$ cat src/rtl/bw_r_irf_pkg.sv
// Shared types for the IRF window-swap slice:
// op codes and window FSM states.
package bw_r_irf_pkg;

  typedef enum logic [1:0] {
    IRF_OP_NOP     = 2'b00,
    IRF_OP_SAVE    = 2'b01,
    IRF_OP_RESTORE = 2'b10,
    IRF_OP_SWAP    = 2'b11
  } irf_op_e;

  typedef enum logic [2:0] {
    ST_IDLE,
    ST_SAVE,
    ST_RD,
    ST_LOAD,
    ST_NOPD
  } irf_st_e;

endpackage

$ cat src/rtl/bw_r_irf_win_ram.sv
// Saved-window storage: one write port, one
// synchronous read port, no reset (block RAM).
module bw_r_irf_win_ram #(
  parameter int DW    = 72,
  parameter int DEPTH = 32,
  parameter int AW    = $clog2(DEPTH)
) (
  input  logic          clk,
  input  logic          we,
  input  logic [AW-1:0] waddr,
  input  logic [DW-1:0] wdata,
  input  logic          re,
  input  logic [AW-1:0] raddr,
  output logic [DW-1:0] rdata
);

  logic [DW-1:0] mem [DEPTH];

  // write port
  always_ff @(posedge clk) begin
    if (we) mem[waddr] <= wdata;
  end

  // registered read port, holds last value when idle
  always_ff @(posedge clk) begin
    if (re) rdata <= mem[raddr];
  end

endmodule

$ cat src/rtl/bw_r_irf_win_swap.sv
// One architectural register slice: NTHR working
// registers backed by NWIN saved windows each.
module bw_r_irf_win_swap
  import bw_r_irf_pkg::*;
#(
  parameter int NTHR = 4,
  parameter int DW   = 72,
  parameter int NWIN = 8,
  localparam int TW  = $clog2(NTHR),
  localparam int WW  = $clog2(NWIN)
) (
  input  logic               clk,
  input  logic               rst_l,
  input  logic [NTHR-1:0]    wr_en,
  input  logic [NTHR*DW-1:0] wr_data,
  input  logic [TW-1:0]      rd_thread,
  output logic [DW-1:0]      rd_data,
  input  logic               op_vld,
  output logic               op_rdy,
  input  logic [1:0]         op_code,
  input  logic [TW-1:0]      op_thr,
  input  logic [WW-1:0]      op_save_win,
  input  logic [WW-1:0]      op_rst_win,
  output logic               op_done,
  output logic               rst_miss,
  output logic               wr_conflict
);

  localparam int DEPTH = NTHR * NWIN;
  localparam int AW    = TW + WW;

  irf_st_e       state;
  logic [TW-1:0] thr_q;
  logic [WW-1:0] save_q;
  logic [WW-1:0] rst_q;
  logic          swap_q;

  logic [DW-1:0]    regs [NTHR];
  logic [DEPTH-1:0] valid;

  logic          ram_we;
  logic          ram_re;
  logic [AW-1:0] ram_waddr;
  logic [AW-1:0] ram_raddr;
  logic [DW-1:0] ram_wdata;
  logic [DW-1:0] ram_q;
  logic          load;
  logic          thr_wr;
  logic [DW-1:0] thr_wdata;

  assign op_rdy    = (state == ST_IDLE);
  assign load      = (state == ST_LOAD);
  assign thr_wr    = wr_en[thr_q];
  assign thr_wdata = wr_data[thr_q*DW +: DW];

  assign ram_we    = (state == ST_SAVE);
  assign ram_re    = (state == ST_RD);
  assign ram_waddr = {thr_q, save_q};
  assign ram_raddr = {thr_q, rst_q};
  assign ram_wdata = thr_wr ? thr_wdata
                            : regs[thr_q];

  assign wr_conflict = load & thr_wr;
  assign rd_data     = regs[rd_thread];

  // window FSM with registered done/miss pulses
  always_ff @(posedge clk or negedge rst_l) begin
    if (!rst_l) begin
      state    <= ST_IDLE;
      thr_q    <= '0;
      save_q   <= '0;
      rst_q    <= '0;
      swap_q   <= 1'b0;
      op_done  <= 1'b0;
      rst_miss <= 1'b0;
    end else begin
      op_done  <= 1'b0;
      rst_miss <= 1'b0;
      unique case (state)
        ST_IDLE: begin
          if (op_vld) begin
            thr_q  <= op_thr;
            save_q <= op_save_win;
            rst_q  <= op_rst_win;
            swap_q <= (op_code == IRF_OP_SWAP);
            unique case (1'b1)
              op_code == IRF_OP_NOP: begin
                state   <= ST_NOPD;
                op_done <= 1'b1;
              end
              op_code == IRF_OP_SAVE: begin
                state   <= ST_SAVE;
                op_done <= 1'b1;
              end
              op_code == IRF_OP_RESTORE: begin
                state <= ST_RD;
              end
              op_code == IRF_OP_SWAP: begin
                state <= ST_SAVE;
              end
            endcase
          end
        end
        ST_SAVE: begin
          state <= swap_q ? ST_RD : ST_IDLE;
        end
        ST_RD: begin
          state    <= ST_LOAD;
          op_done  <= 1'b1;
          rst_miss <= ~valid[{thr_q, rst_q}];
        end
        ST_LOAD: state <= ST_IDLE;
        ST_NOPD: state <= ST_IDLE;
        default: state <= ST_IDLE;
      endcase
    end
  end

  // per-window valid bits, set by the save phase
  always_ff @(posedge clk or negedge rst_l) begin
    if (!rst_l) begin
      valid <= '0;
    end else if (ram_we) begin
      valid[ram_waddr] <= 1'b1;
    end
  end

  // working registers; a restore load wins
  // over a same-cycle write to that thread
  always_ff @(posedge clk or negedge rst_l) begin
    if (!rst_l) begin
      for (int t = 0; t < NTHR; t++)
        regs[t] <= '0;
    end else begin
      for (int t = 0; t < NTHR; t++) begin
        if (load && thr_q == TW'(t))
          regs[t] <= rst_miss ? '0 : ram_q;
        else if (wr_en[t])
          regs[t] <= wr_data[t*DW +: DW];
      end
    end
  end

  bw_r_irf_win_ram #(
    .DW    (DW),
    .DEPTH (DEPTH),
    .AW    (AW)
  ) u_ram (
    .clk   (clk),
    .we    (ram_we),
    .waddr (ram_waddr),
    .wdata (ram_wdata),
    .re    (ram_re),
    .raddr (ram_raddr),
    .rdata (ram_q)
  );

endmodule

$ cat config.mk
export PLATFORM = sky130hd
export DESIGN_NAME = bw_r_irf_win_swap
export DESIGN_NICKNAME = d
export VERILOG_FILES = /design/src/rtl/bw_r_irf_pkg.sv /design/src/rtl/bw_r_irf_win_ram.sv /design/src/rtl/bw_r_irf_win_swap.sv
export SDC_FILE = /design/constraint.sdc
export NUM_CORES = 2
export LEC_CHECK = 0
export BUFFER_PORTS_ARGS = -buffer_cell sky130_fd_sc_hd__buf_2
export CAP_MARGIN = 20
export CORE_MARGIN = 2
export CORE_UTILIZATION = 55
export DETAILED_ROUTE_END_ITERATION = 10
export PLACE_DENSITY = 0.72
export SLEW_MARGIN = 20
export SYNTH_ARGS = -nofsm -noshare
export SYNTH_HDL_FRONTEND = slang
export SYNTH_SLANG_ARGS = --single-unit
$ cat constraint.sdc
create_clock -name clk -period 18.6 [get_ports clk]
set_input_delay 0 -clock clk [delete_from_list [all_inputs] [get_ports clk]]
set_output_delay 0 -clock clk [all_outputs]
set_load 0.02 [all_outputs]
==> parameters.txt <==
Parameter                              Value

Setup path
  Data required time at the worst endpoint    a little under 20 ns
  Launch instance of the worst register-to-register path    rst_q[0]
  Critical R2R Capture    u_ram.rdata[6]
  Family with the most delay on the worst path    buffers and inverters
  Startpoint type of the worst setup path    flop
  Crit-path most repeated cell    buf_4
  Critical path's largest stage delay    1.00 ns
  Slowest cell on the critical path    dfrtp_4
  Stages on the worst setup path    6
  Setup crit start    rst_q[0]
  R2R depth    6
  Arrival time reported for the critical path endpoint    about 6 ns
  Buf/Inv on CP    3
  Type of the worst setup path    reg -> reg
  Element type at the critical path end    flop
  Cell chain of the critical path    buf_4 -> buf_4 -> buf_4 -> mux4_2 -> mux4_2 -> mux2_2
  Destination of the critical timing path    u_ram.rdata[6]
  FF-to-FF setup slack    between 10 and 15 ns
  Top fanout value on the critical path    43

Floorplanning
  Initial cell density of the core    between 50% and 60%
  Die Y-Extent    452 um
  I/O Pins    383
  Width of the die    around 450 um
  Core area    approximately 200000 um^2
  Die Outline Area    between 200000 and 250000 um^2
  Site Rows    between 150 and 200

Power and ir drop
  Leakage power    roughly 44 nW
  Switching share of total power    between 30 and 40%
  Internal Power    about 15 mW
  Net switching power    6.78 mW
  Max rail drop VDD    between 100 and 150 uV
  Power density over cell area    166 nW/um^2
  Relative contribution of combinational cells to total power    between 30% and 40%
  Relative contribution of sequential cells to total power    between 40% and 50%
  Power share of the clock group    approximately a quarter

Synth
  Yosys Warn Count    0
  Gate count of the mapped netlist    5202
  Cell type contributing the most total cell area after synthesis    edfxtp_1
  Most used flip-flop cell after synthesis    edfxtp_1
  Share of the synthesized area in the top cell type    between 60% and 70%
  Sequential area share after synthesis    between 70% and 80%
  Post-synthesis instance area    111000 um^2
  Mean instance size in the synthesized netlist    21.3 um^2
  Post-synthesis cell type count    29
  Most frequent cell after synthesis    edfxtp_1
  Count of flip-flops with a built-in enable after synthesis    2376
  Ranking of synthesized cells by instance count    edfxtp_1, mux4_2, dfrtp_1, nand2_1, mux2i_1
  Async set-or-reset flop fraction in the synthesized netlist    about an eighth
  Biggest area contributors in the synthesized netlist    edfxtp_1, mux4_2, dfrtp_1
  Number of nets produced by synthesis    5509
  Synth Register Bits    between 2000 and 3000

Clock network
  Clk Latency, worst-skew pair    about 0.93 ns
  Sink count of the clock tree    2710
  Maximum clock insertion buffer count    4
  Total clock buffers created by CTS    roughly 290
  Clock input transition at the sequential cells of the worst setup and hold paths    approximately 0.060 ns
  Number of levels in the clock H-tree    5
  Clk Tree Root Cell    clkbuf_16
  TritonCTS clock tree    yes

Timing
  Worst clock skew on the final layout    approximately 0.059 ns
  Total Negative Setup Slacks    0 ns
  Hold Worst Slack    0.0573 ns
  Final count of pins violating max slew    0
  Ratio of final minimum period to clock period    27.7%
  Highest attainable clock frequency    roughly 190 MHz
  Max_slew headroom    20.6%
  Final Hold Violating Endpoints    0
  Worst-margin pin slew    ~1.2 ns
  Setup repair after global routing missed its margin    no
  Final number of setup-violating endpoints    0
  Final Critical Period    about 5.2 ns

Run
  Max-cap violations    0

Final layout
  Synthesis-to-finish area growth    19.1%
  Area occupied by multi-input gates    29700 um^2
  Storage cell area    79700 um^2
  Count of nets after finishing    approximately 6700
  Fillers    roughly 12000
  Fraction of layout cells with a size suffix above 1    between 30% and 40%

Detailed routing
  Remaining routing DRC violations    0
  Via-per-instance ratio    around 6.7
  Final Routed Wirelength    about 320 mm
  Final routed wire length divided by cell count    about 34 um
  DRC marker count from the first detailed-route iteration    9574
  Pre-antenna DRT Iters    8
  DRT antenna net count    0
  Routed via count    around 62000

Global routing
  Number of global-route vias before repair    between 60000 and 70000
  First-pass GRT wire length    between 400 and 500 mm
  GRT Util Overall    31.0%
  Layer carrying the most global-route usage    met2
  Met3 track demand over resource in global routing    6.60%
  Global routing met1 resource utilization    42.1%
  Overflow left after global routing    0
  GR Util met2    between 40% and 50%
  Number of antenna violations at the first check in global routing    25
  Largest net degree at the start of global routing    about 140

Placement
  RD Place Congestion    about 0.81
  I/O Buffers    382
  Post-DP HPWL    158 mm

Outcome
  Run status    complete, no violations

Min path
  Worst min-delay path class    in -> reg
metrics by stage:
| step | util [%] | worst slack, ns | cell area, um^2 | total power [mW] | cells |
|---|---|---|---|---|---|
| final | 65.9 | 13.44 | 132000 | 21.8 | 9225 |
| after global routing | 65.9 | 13.03 | 132000 | 22.5 | 9222 |
| after floorplan | - | 11.74 | 111000 | 13.9 | 5202 |
| after detailed placement | 58.0 | 13.38 | 116000 | 16.0 | 8048 |
| after global placement | 58.0 | 13.40 | 116000 | 15.8 | 8048 |
| after CTS | 65.9 | 13.30 | 132000 | 21.7 | 9208 |
routing by layer:
layer	up-vias	wire, um
li1	23900	-
met2	4531	154000
met1	32800	113000
met3	887	34000
met5	-	110
met4	16	15100
placed cells by master, fill, tap and decap left out, drive strengths merged, types with 20 or more instances in the layout:
master and instances:
edfxtp 2376, mux4 944, dlygate4sd3 662, buf 530, clkbuf 363, dfrtp 334, nand2 298, mux2i 291
o21ai 289, mux2 153, clkinv 97, nor2b 75, nor2 29, bufinv 27, or2 26, nor3 20
cell type report:
type | instances | share of cell area (%)
clock inverters | 134 | 1.00
inverters | 2 | 0.0114
well taps | 2656 | 2.52
repair buffers | 1192 | 7.41
clock buffers | 363 | 5.92
multi-input cells | 2152 | 22.6
flip-flops and latches | 2710 | 60.5
diodes | 16 | 0.0304
worst reg2reg max path, cell delays in order (launching register included):
cell and delay (ns):
dfrtp_4 1.00, buf_4 0.84, buf_4 0.76, buf_4 0.81, mux4_2 0.68, mux4_2 0.51, mux2_2 0.30
flip-flops by register name (all words and copies together) (netlist names):
register and flops:
regs 288, u_ram.mem 2304, op_done 1, u_ram.rdata 72, valid 32, rst_q 3, rst_miss 1, state 3
save_q 3, thr_q 2, swap_q 1
worst min path at each step:
stage | start | end | slack [ns] | depth (start not counted)
2_1_floorplan | rst_l | op_done | -0.30 | 0
3_3_place_gp | rst_l | regs[272] | 0.04 | 1
3_5_place_dp | rst_l | regs[272] | 0.05 | 1
4_1_cts | wr_en[0] | regs[271] | 0.0005 | 4
5_1_grt | wr_en[0] | regs[271] | 0.05 | 4
6_report | wr_data[78] | regs[150] | 0.06 | 4
power by group through the flow:
stage	registers (mW)	clock network (mW)	logic (mW)
floorplan	9.09	0	4.81
global placement	9.32	0	6.48
detailed placement	9.35	0	6.65
CTS	9.23	5.68	6.83
global route	9.30	5.92	7.29
finish	9.27	5.64	6.90
cells by family after synthesis:
logic type / after synthesis / synth area share [%]
muxes: 1388 / 23.4
buffers and inverters: 340 / 1.29
and+or+nand+nor: 460 / 1.84
DFF: 2710 / 72.1
AOI/OAI and AO/OA: 304 / 1.41
timing repair:
action / CTS / global route
hold buffers: 663 / 0
endpoints found under the hold margin: 507 / 0
resized for setup: 0 / 0
setup buffers: 0 / 0
(Power assumes the default switching activity.)
